[config.mk]
export PLATFORM = sky130hd
export DESIGN_NAME = mac_scheduler
export DESIGN_NICKNAME = d
export VERILOG_FILES = /design/src/rtl/mac_scheduler_pkg.sv /design/src/rtl/mac_scheduler_rr_arbiter.sv /design/src/rtl/mac_scheduler.sv
export SDC_FILE = /design/constraint.sdc
export NUM_CORES = 1
export LEC_CHECK = 0
export CAP_MARGIN = 20
export CELL_PAD_IN_SITES_DETAIL_PLACEMENT = 0
export CELL_PAD_IN_SITES_GLOBAL_PLACEMENT = 1
export CORE_ASPECT_RATIO = 1.75
export CORE_MARGIN = 3
export CORE_UTILIZATION = 46
export DETAILED_ROUTE_END_ITERATION = 12
export GPL_ROUTABILITY_DRIVEN = 0
export GPL_TIMING_DRIVEN = 1
export PLACE_DENSITY_LB_ADDON = 0.1
export SLEW_MARGIN = 25
export SYNTH_ARGS = -nofsm -noshare
export SYNTH_HDL_FRONTEND = slang
export SYNTH_HIERARCHICAL = 1
export SYNTH_SLANG_ARGS = --single-unit
[constraint.sdc]
create_clock -name clk -period 7.3 [get_ports clk]
set_input_delay 1.46 -clock clk [delete_from_list [all_inputs] [get_ports clk]]
set_output_delay 1.46 -clock clk [all_outputs]
set_load 0.1 [all_outputs]
[src/rtl/mac_scheduler_pkg.sv]
// Shared types and constants for the MAC burst scheduler.
package mac_sched_pkg;
  typedef enum logic [1:0] {IDLE, RUN, DONE} state_t;

  localparam int N_REQ = 3;
  localparam int LEN_W = 8;

  function automatic int ptr_wrap(input int idx, input int n);
    return (idx + 1 >= n) ? 0 : idx + 1;
  endfunction
endpackage

[src/rtl/mac_scheduler_rr_arbiter.sv]
// Combinational round-robin pick: first pending index at or after ptr, wrapping.
module rr_arbiter #(
  parameter int N = 3
) (
  input  logic [N-1:0]         pending,
  input  logic [$clog2(N)-1:0] ptr,
  output logic                 valid,
  output logic [$clog2(N)-1:0] winner
);
  localparam int SW = $clog2(N);

  int w_idx;

  always_comb begin
    valid  = 1'b0;
    winner = '0;
    w_idx  = 0;
    for (int k = 0; k < N; k++) begin
      w_idx = int'(ptr) + k;
      if (w_idx >= N) w_idx = w_idx - N;
      if (!valid && pending[w_idx[SW-1:0]]) begin
        valid  = 1'b1;
        winner = w_idx[SW-1:0];
      end
    end
  end
endmodule

[src/rtl/mac_scheduler.sv]
// Time-shares one MAC datapath among N burst requesters, round-robin, with
// registered sequencing strobes, per-burst done pulses and sticky overrun flags.
module mac_scheduler
  import mac_sched_pkg::*;
#(
  parameter int N  = N_REQ,
  parameter int LW = LEN_W
) (
  input  logic                 clk,
  input  logic                 reset,
  input  logic                 en_frame,
  input  logic [N-1:0]         req,
  input  logic [N*LW-1:0]      len,
  output logic [N-1:0]         done,
  output logic                 mac_en,
  output logic [$clog2(N)-1:0] mac_sel,
  output logic                 mac_first,
  output logic                 mac_last,
  output logic                 busy,
  input  logic                 ovr_clr,
  output logic [N-1:0]         overrun
);
  localparam int SW = $clog2(N);

  state_t          r_state;
  logic [SW-1:0]   r_sel;
  logic [SW-1:0]   r_ptr;
  logic [LW-1:0]   r_cnt;
  logic [N-1:0]    r_pending;
  logic [LW-1:0]   r_len [N];
  logic [N-1:0]    r_done;
  logic            r_mac_en;
  logic [SW-1:0]   r_mac_sel;
  logic            r_mac_first;
  logic            r_mac_last;
  logic [N-1:0]    r_overrun;

  logic            w_valid;
  logic [SW-1:0]   w_winner;
  logic [LW-1:0]   w_win_len;
  logic [N-1:0]    w_in_service;
  logic [N-1:0]    w_accept;
  logic [N-1:0]    w_clr;
  logic [N-1:0]    w_ovr_set;

  rr_arbiter #(.N(N)) u_arb (
    .pending (r_pending),
    .ptr     (r_ptr),
    .valid   (w_valid),
    .winner  (w_winner)
  );

  // The requester in service stays "busy" through its DONE cycle, so a
  // re-request coinciding with its done pulse counts as an overrun.
  always_comb begin
    w_in_service = '0;
    if (r_state != IDLE) w_in_service[r_sel] = 1'b1;
    w_clr = '0;
    if (r_state == IDLE && w_valid) w_clr[w_winner] = 1'b1;
    w_accept  = req & ~r_pending & ~w_in_service;
    w_ovr_set = (req & ~w_accept) | ({N{en_frame}} & (r_pending | w_in_service));
    w_win_len = r_len[w_winner];
  end

  always_ff @(posedge clk or posedge reset) begin
    if (reset) begin
      r_pending <= '0;
      r_overrun <= '0;
      for (int i = 0; i < N; i++) r_len[i] <= '0;
    end else begin
      r_pending <= (r_pending & ~w_clr) | w_accept;
      r_overrun <= (ovr_clr ? '0 : r_overrun) | w_ovr_set;
      for (int i = 0; i < N; i++)
        if (w_accept[i]) r_len[i] <= len[i*LW +: LW];
    end
  end

  // r_cnt holds the RUN cycles remaining after the current one.
  always_ff @(posedge clk or posedge reset) begin
    if (reset) begin
      r_state     <= IDLE;
      r_sel       <= '0;
      r_ptr       <= '0;
      r_cnt       <= '0;
      r_done      <= '0;
      r_mac_en    <= 1'b0;
      r_mac_sel   <= '0;
      r_mac_first <= 1'b0;
      r_mac_last  <= 1'b0;
    end else begin
      r_done <= '0;
      case (r_state)
        IDLE: begin
          if (w_valid) begin
            r_sel <= w_winner;
            r_cnt <= w_win_len - 1'b1;
            if (w_win_len == '0) begin
              r_state          <= DONE;
              r_done[w_winner] <= 1'b1;
            end else begin
              r_state     <= RUN;
              r_mac_en    <= 1'b1;
              r_mac_sel   <= w_winner;
              r_mac_first <= 1'b1;
              r_mac_last  <= (w_win_len == LW'(1));
            end
          end
        end
        RUN: begin
          r_mac_first <= 1'b0;
          if (r_cnt == '0) begin
            r_state       <= DONE;
            r_mac_en      <= 1'b0;
            r_mac_last    <= 1'b0;
            r_done[r_sel] <= 1'b1;
          end else begin
            r_cnt      <= r_cnt - 1'b1;
            r_mac_last <= (r_cnt == LW'(1));
          end
        end
        DONE: begin
          r_ptr   <= SW'(ptr_wrap(int'(r_sel), N));
          r_state <= IDLE;
        end
        default: r_state <= IDLE;
      endcase
    end
  end

  assign done      = r_done;
  assign mac_en    = r_mac_en;
  assign mac_sel   = r_mac_sel;
  assign mac_first = r_mac_first;
  assign mac_last  = r_mac_last;
  assign busy      = (r_state != IDLE);
  assign overrun   = r_overrun;
endmodule

==> results.ini, run 1 <==
[clocking]
clk_pin_slew_ps=100
post_cts_resized=0
htree_levels=2
root_buffer=clkbuf_8
cts_hold_buf=0
cts.sinks=52
clock_latency_ps=320
clockBufferDepth=2
post_cts_buffers=0
cts_tree=yes
cts_inserted_buffers=5

[logic_synthesis]
ys_seq_area_share_pct=45.0
synthTopCellsByArea=dfrtp_1, mux2_2, ha_1
ys_dominant_reg_cell=dfrtp_1
syn_area_sq_um=2890
synth_warnings=6
async_flop_share_pct=100
synth.distinct_cells=52
syn_inst=278
synth_nets=318
synth-edff-count=0
post_synth.cell_area_avg_sq_um=10.4
synth_top_area_share_pct=45.0
yosysTopAreaCell=dfrtp_1
synth-seq-cells=52

[sta]
rsz0062_at_grt=false
fin_crit_ps=4240
tightestPinTransition_ps=972
skew_ps=12.5
slew_headroom_pct=35.0
tns_ps=0
setup_viol=0
fmax_ghz=0.236
hold_violations=0
slew_viol_final=0
finalCritPeriodShare_pct=58.1

[grt]
grt_busiest_layer=met2
grt_use_met2_pct=34.5
grt_pass1_vias=2269
antenna_found_initial=0
grt_pass1_wl_mm=10.9
overflow=0
use_met1_pct=21.6
grt_usage_pct=19.7
use_met3_pct=3.65
grt_max_degree=53

[routing]
drc_errors=0
viasPerCell=5.55
dr.pass1.iters=4
routed_wl_mm=6.56
vias=2186
wl_per_cell_um=16.7
drt_iter0_drc=116
antenna_left=0

[final_layout]
drive_gt1_share_pct=15.2
multi_input_area_sq_um=1470
insertedDiodeCount=0
area.sequential_sq_um=1300
fin_util_pct=57.6
syn_to_final_growth_pct=18.8
nets=356
fillCellCount=555

[setup_path]
crit_type=register to register
worst_path_max_delay_cell=nor2b_1
crit_chain=inv_1, ha_1, and2b_1, o31a_1, o31ai_2, nor2b_1, a21oi_1, inv_2, ha_1, nor2_1, o21ai_0, nand4_1, a32oi_1, a21boi_1
crit_top_cell=ha_1
end_kind=register
required_ps=7550
cp.arrival_ps=4490
critPathLaunchType=register
crit_fanout=13
max_stage_delay_ps=850

[power_and_ir_drop]
power_density_nw_per_um2=479
p_total_mw=1.65
peakVddDrop_mv=0.246
leakage_nw=1.42

[die]
core_sq_um=5970
die-area_sq_um=7320
die_y_um=111
start_util_pct=48.5
io_pins=43
rows=37
die_w_um=66.0

[flow_run]
maxCapViolations=0

[min_path]
hp-class=register to register

[outcome]
outcome=complete, no violations

[placed_design]
port_buffers=42
hpwl_mm=5.04

## sequential cells by signal (all words and copies together) (netlist names), 2 cells and up
| register | count |
|---|---|
| r_pending | 3 |
| mac_sel | 2 |
| r_state | 2 |
| r_cnt | 8 |
| done | 3 |
| overrun | 3 |
| r_ptr | 2 |
| r_sel | 2 |
| r_len | 24 |
## synthesized netlist by cell type (all sizes together) (4+ instances only)
library cell	n
nor2b	5
inv	14
dfrtp	52
nor3	4
o21ai	11
nand4	4
clkbuf	6
a21oi	15
ha	9
buf	6
mux2i	11
mux2	28
nand2	28
o22ai	4
xor2	4
nor2	28
o2bb2ai	5
## per-layer routing
metal  up-vias  share of wire (%)
met2        50                 55
met4         0                4.2
met1      1059                 37
li1       1060                  -
met5         -                  0
met3        17                2.9
## per-stage QoR
step                      worst slack [ps]  instances  hold slack [ps]  instance area, sq um
final                                 3060        394              498                  3440
after floorplan                       4190        278              465                  2890
after global placement                3290        387              482                  3350
after global routing                  2600        394              521                  3440
after CTS                             3060        394              506                  3440
after detailed placement              3070        387              484                  3350
## critical path, delay by kind of cell (launching register included)
family | cells | cell delay, ps
fa+ha+maj | 2 | 580
simple gates | 4 | 1200
flops | 1 | 400
compound gates | 6 | 1770
buf+inv | 2 | 220
## path summary, 6_finish.rpt
check | start | endpoint | slack, ps | cells after the start
setup / recovery | r_ptr[0] | mac_last | 3060 | 14
hold / removal | mac_en | mac_en | 500 | 2
setup reg to reg | r_ptr[0] | mac_last | 3060 | 14
hold reg to reg | mac_en | mac_en | 500 | 2
max in group asynchronous | reset | r_cnt[2] | 5220 | 3
min in group asynchronous | reset | overrun[0] | 1620 | 3
## placed cells by master, fill, tap and decap left out, types with 3 or more instances in the layout
cell type	count
nand3_1	3
o22ai_1	4
nor2_1	28
dfrtp_1	52
clkdlybuf4s50_1	42
nand2_1	28
o32ai_1	3
and2_1	3
xor2_1	4
clkbuf_8	6
mux2i_1	11
nor2b_1	4
mux2_2	26
a21oi_1	15
inv_2	3
nand4_1	3
nor3_1	3
ha_1	9
a21o_1	3
o2bb2ai_2	4
o21ai_0	7
o21ai_1	4
inv_1	11
## cells by family after synthesis
kind of cell | after synthesis | share of synthesized area, %
AO/OA/AOI/OAI | 56 | 14.2
XOR/XNOR | 6 | 1.82
adder cells (fa/ha/maj) | 9 | 3.89
buffers and inverters | 26 | 4.50
flip-flops | 52 | 45.0
multiplexers | 39 | 14.7
AND/OR/NAND/NOR | 90 | 16.0
## where the power goes
part	switching, mW	total, mW	internal, mW
Combinational	0.599	0.969	0.370
Clock	0.0949	0.171	0.0757
Sequential	0.0972	0.507	0.410
Total	0.791	1.65	0.855
## cell type report
cell class              instances  area share, %
multi-input cells             200           42.7
repair buffers                 43           12.4
clock inverters                 1          0.255
inverters                      14           1.53
flip-flops and latches         52           37.8
clock buffers                   6           2.40
well taps                      78           2.84
(Power assumes the default switching activity.)
==> inputs of run 2 (changes only) <==
- CORE_UTILIZATION: 46 -> 38
- clock period: 7.3 -> 3.69 ns (I/O delays scaled with it)
==> run 2 against run 1 <==
Against the previous run: routed wire length increased by 5.5%; sequential share of layout area decreased by 1.3 points; sequential cell count unchanged.
==> results.ini, run 2 (same netlist as run 1, synthesis figures left out) <==
[min_path]
hp-class=register to register
min-delay-start=mac_en
holdPathEnd=mac_en
hold_path_depth=2

[final_layout]
insertedDiodeCount=0
top_register=r_len
largest_reg_flops=24
stdcell_count=410
fin_util_pct=48.9
final_common_cell=dfrtp_1
final_cell_mix=dfrtp_1, clkdlybuf4s50_1, nor2_1, nand2_1, mux2_2
syn_to_final_growth_pct=23.2
largest_registers=r_len x24, r_cnt x8
drive_gt1_share_pct=18.2
nets=363

[setup_path]
cpLargestDelayFamily=compound AO/OA/AOI/OAI gates
crit_fanout=9
worst_path_max_delay_cell=ha_1
timing.rr.end=mac_sel[1]
cp.arrival_ps=3600
crit_type=register to register
reg2regPathDepth=13
crit_buf_inv=2
critPathLaunchType=register
r2r_start=r_ptr[0]
end_kind=register
crit_chain=inv_1, ha_1, nor2b_2, o21ai_1, a311oi_1, o32a_2, buf_4, mux2i_1, o2bb2ai_2, nor3_4, nand4_2, nand2_1, mux2_1
required_ps=3860
regToRegSetupSlack_ps=260
max_stage_delay_ps=430

[sta]
tightestPinTransition_ps=983
skew_ps=2.54
hold_violations=0
setup_ws_ps=261
slew_viol_final=0
fin_crit_ps=3430
finalCritPeriodShare_pct=92.9
fmax_ghz=0.292
slew_headroom_pct=34.3
setup_viol=0

[grt]
grt_pass1_wl_mm=11.3
grt_usage_pct=16.9
antenna_found_initial=0
grt_max_degree=35
grt_pass1_vias=2257
overflow=0

[routing]
wl_per_cell_um=16.9
dr.pass1.iters=4
drc_errors=0
antenna_left=0
drt_iter0_drc=155
viasPerCell=5.32
vias=2180
routed_wl_mm=6.93

[die]
io_pins=43
core_sq_um=7280
rows=41
die_y_um=121
start_util_pct=39.7
die-area_sq_um=8740
die_w_um=72.0

[clocking]
cts_inserted_buffers=5
cts_hold_buf=0
cts_tree=yes
clock_latency_ps=290
clockBufferDepth=2
clk_pin_slew_ps=70
cts.sinks=52
htree_levels=2
root_buffer=clkbuf_16

[power_and_ir_drop]
p_total_mw=3.50
peakVddDrop_mv=0.433
leakage_nw=1.48
power_density_nw_per_um2=982

[placed_design]
hpwl_mm=5.42
port_buffers=42
place_ws_ps=67.9
dpl.cell_count=400

[outcome]
outcome=complete, no violations

[flow_run]
maxCapViolations=0

## run 2: per-layer routing
layer  track usage [%]  part of all wire, %  vias to the layer above
li1                  -                    -                     1070
met1              18.7                   39                     1051
met2              31.0                   55                       42
met3              2.40                  2.6                       17
met4              8.00                  3.6                        0
met5                 0                    0                        -
## run 2: worst max-delay path by stage
stage,startpoint,to,slack [ps],cells past startpoint
after global placement,r_ptr[0],r_cnt[4],180,14
final,r_ptr[0],mac_sel[1],260,13
after CTS,r_ptr[0],mac_sel[1],60,13
after floorplan,r_ptr[0],r_cnt[4],580,16
after global routing,r_ptr[0],r_cnt[6],-3,14
after detailed placement,r_ptr[0],mac_sel[1],70,13
## run 2: area by class of cell
type / instances / area [sq um]
clock buffer: 7 / 143
sequential: 52 / 1300
tap: 86 / 108
fill: 706 / 3720
timing repair buffer: 50 / 478
multi-input combinational: 200 / 1480
clock inverter: 1 / 7.51
inverter: 14 / 52.6
## run 2: repair_timing
| action | in CTS | in global routing |
|---|---|---|
| buffers inserted | 0 | 2 |
| resized for setup | 0 | 3 |
| endpoints found under the hold margin | 0 | 0 |
| setup endpoints to repair | 0 | 11 |
## run 2: through the flow
| step | hold slack [ps] | cell area [sq um] | TNS [ps] |
|---|---|---|---|
| 4_1_cts | 489 | 3540 | 0 |
| 3_5_place_dp | 473 | 3390 | 0 |
| 2_1_floorplan | 465 | 2890 | 0 |
| 6_report | 484 | 3560 | 0 |
| 3_3_place_gp | 470 | 3390 | 0 |
| 5_1_grt | 511 | 3560 | -3.18 |
## run 2: report_power, final
| group | switching [mW] | total, mW | internal (mW) | leakage [nW] |
|---|---|---|---|---|
| registers | 0.204 | 1.02 | 0.812 | 0.622 |
| logic | 1.19 | 2.01 | 0.812 | 0.791 |
| clock network | 0.208 | 0.478 | 0.271 | 0.0701 |
## run 2: worst reg2reg max path: stages, from the launching register on
cell	delay, ps
dfrtp_1	390
inv_1	60
ha_1	430
nor2b_2	190
o21ai_1	100
a311oi_1	330
o32a_2	280
buf_4	170
mux2i_1	250
o2bb2ai_2	150
nor3_4	250
nand4_2	190
nand2_1	190
mux2_1	350
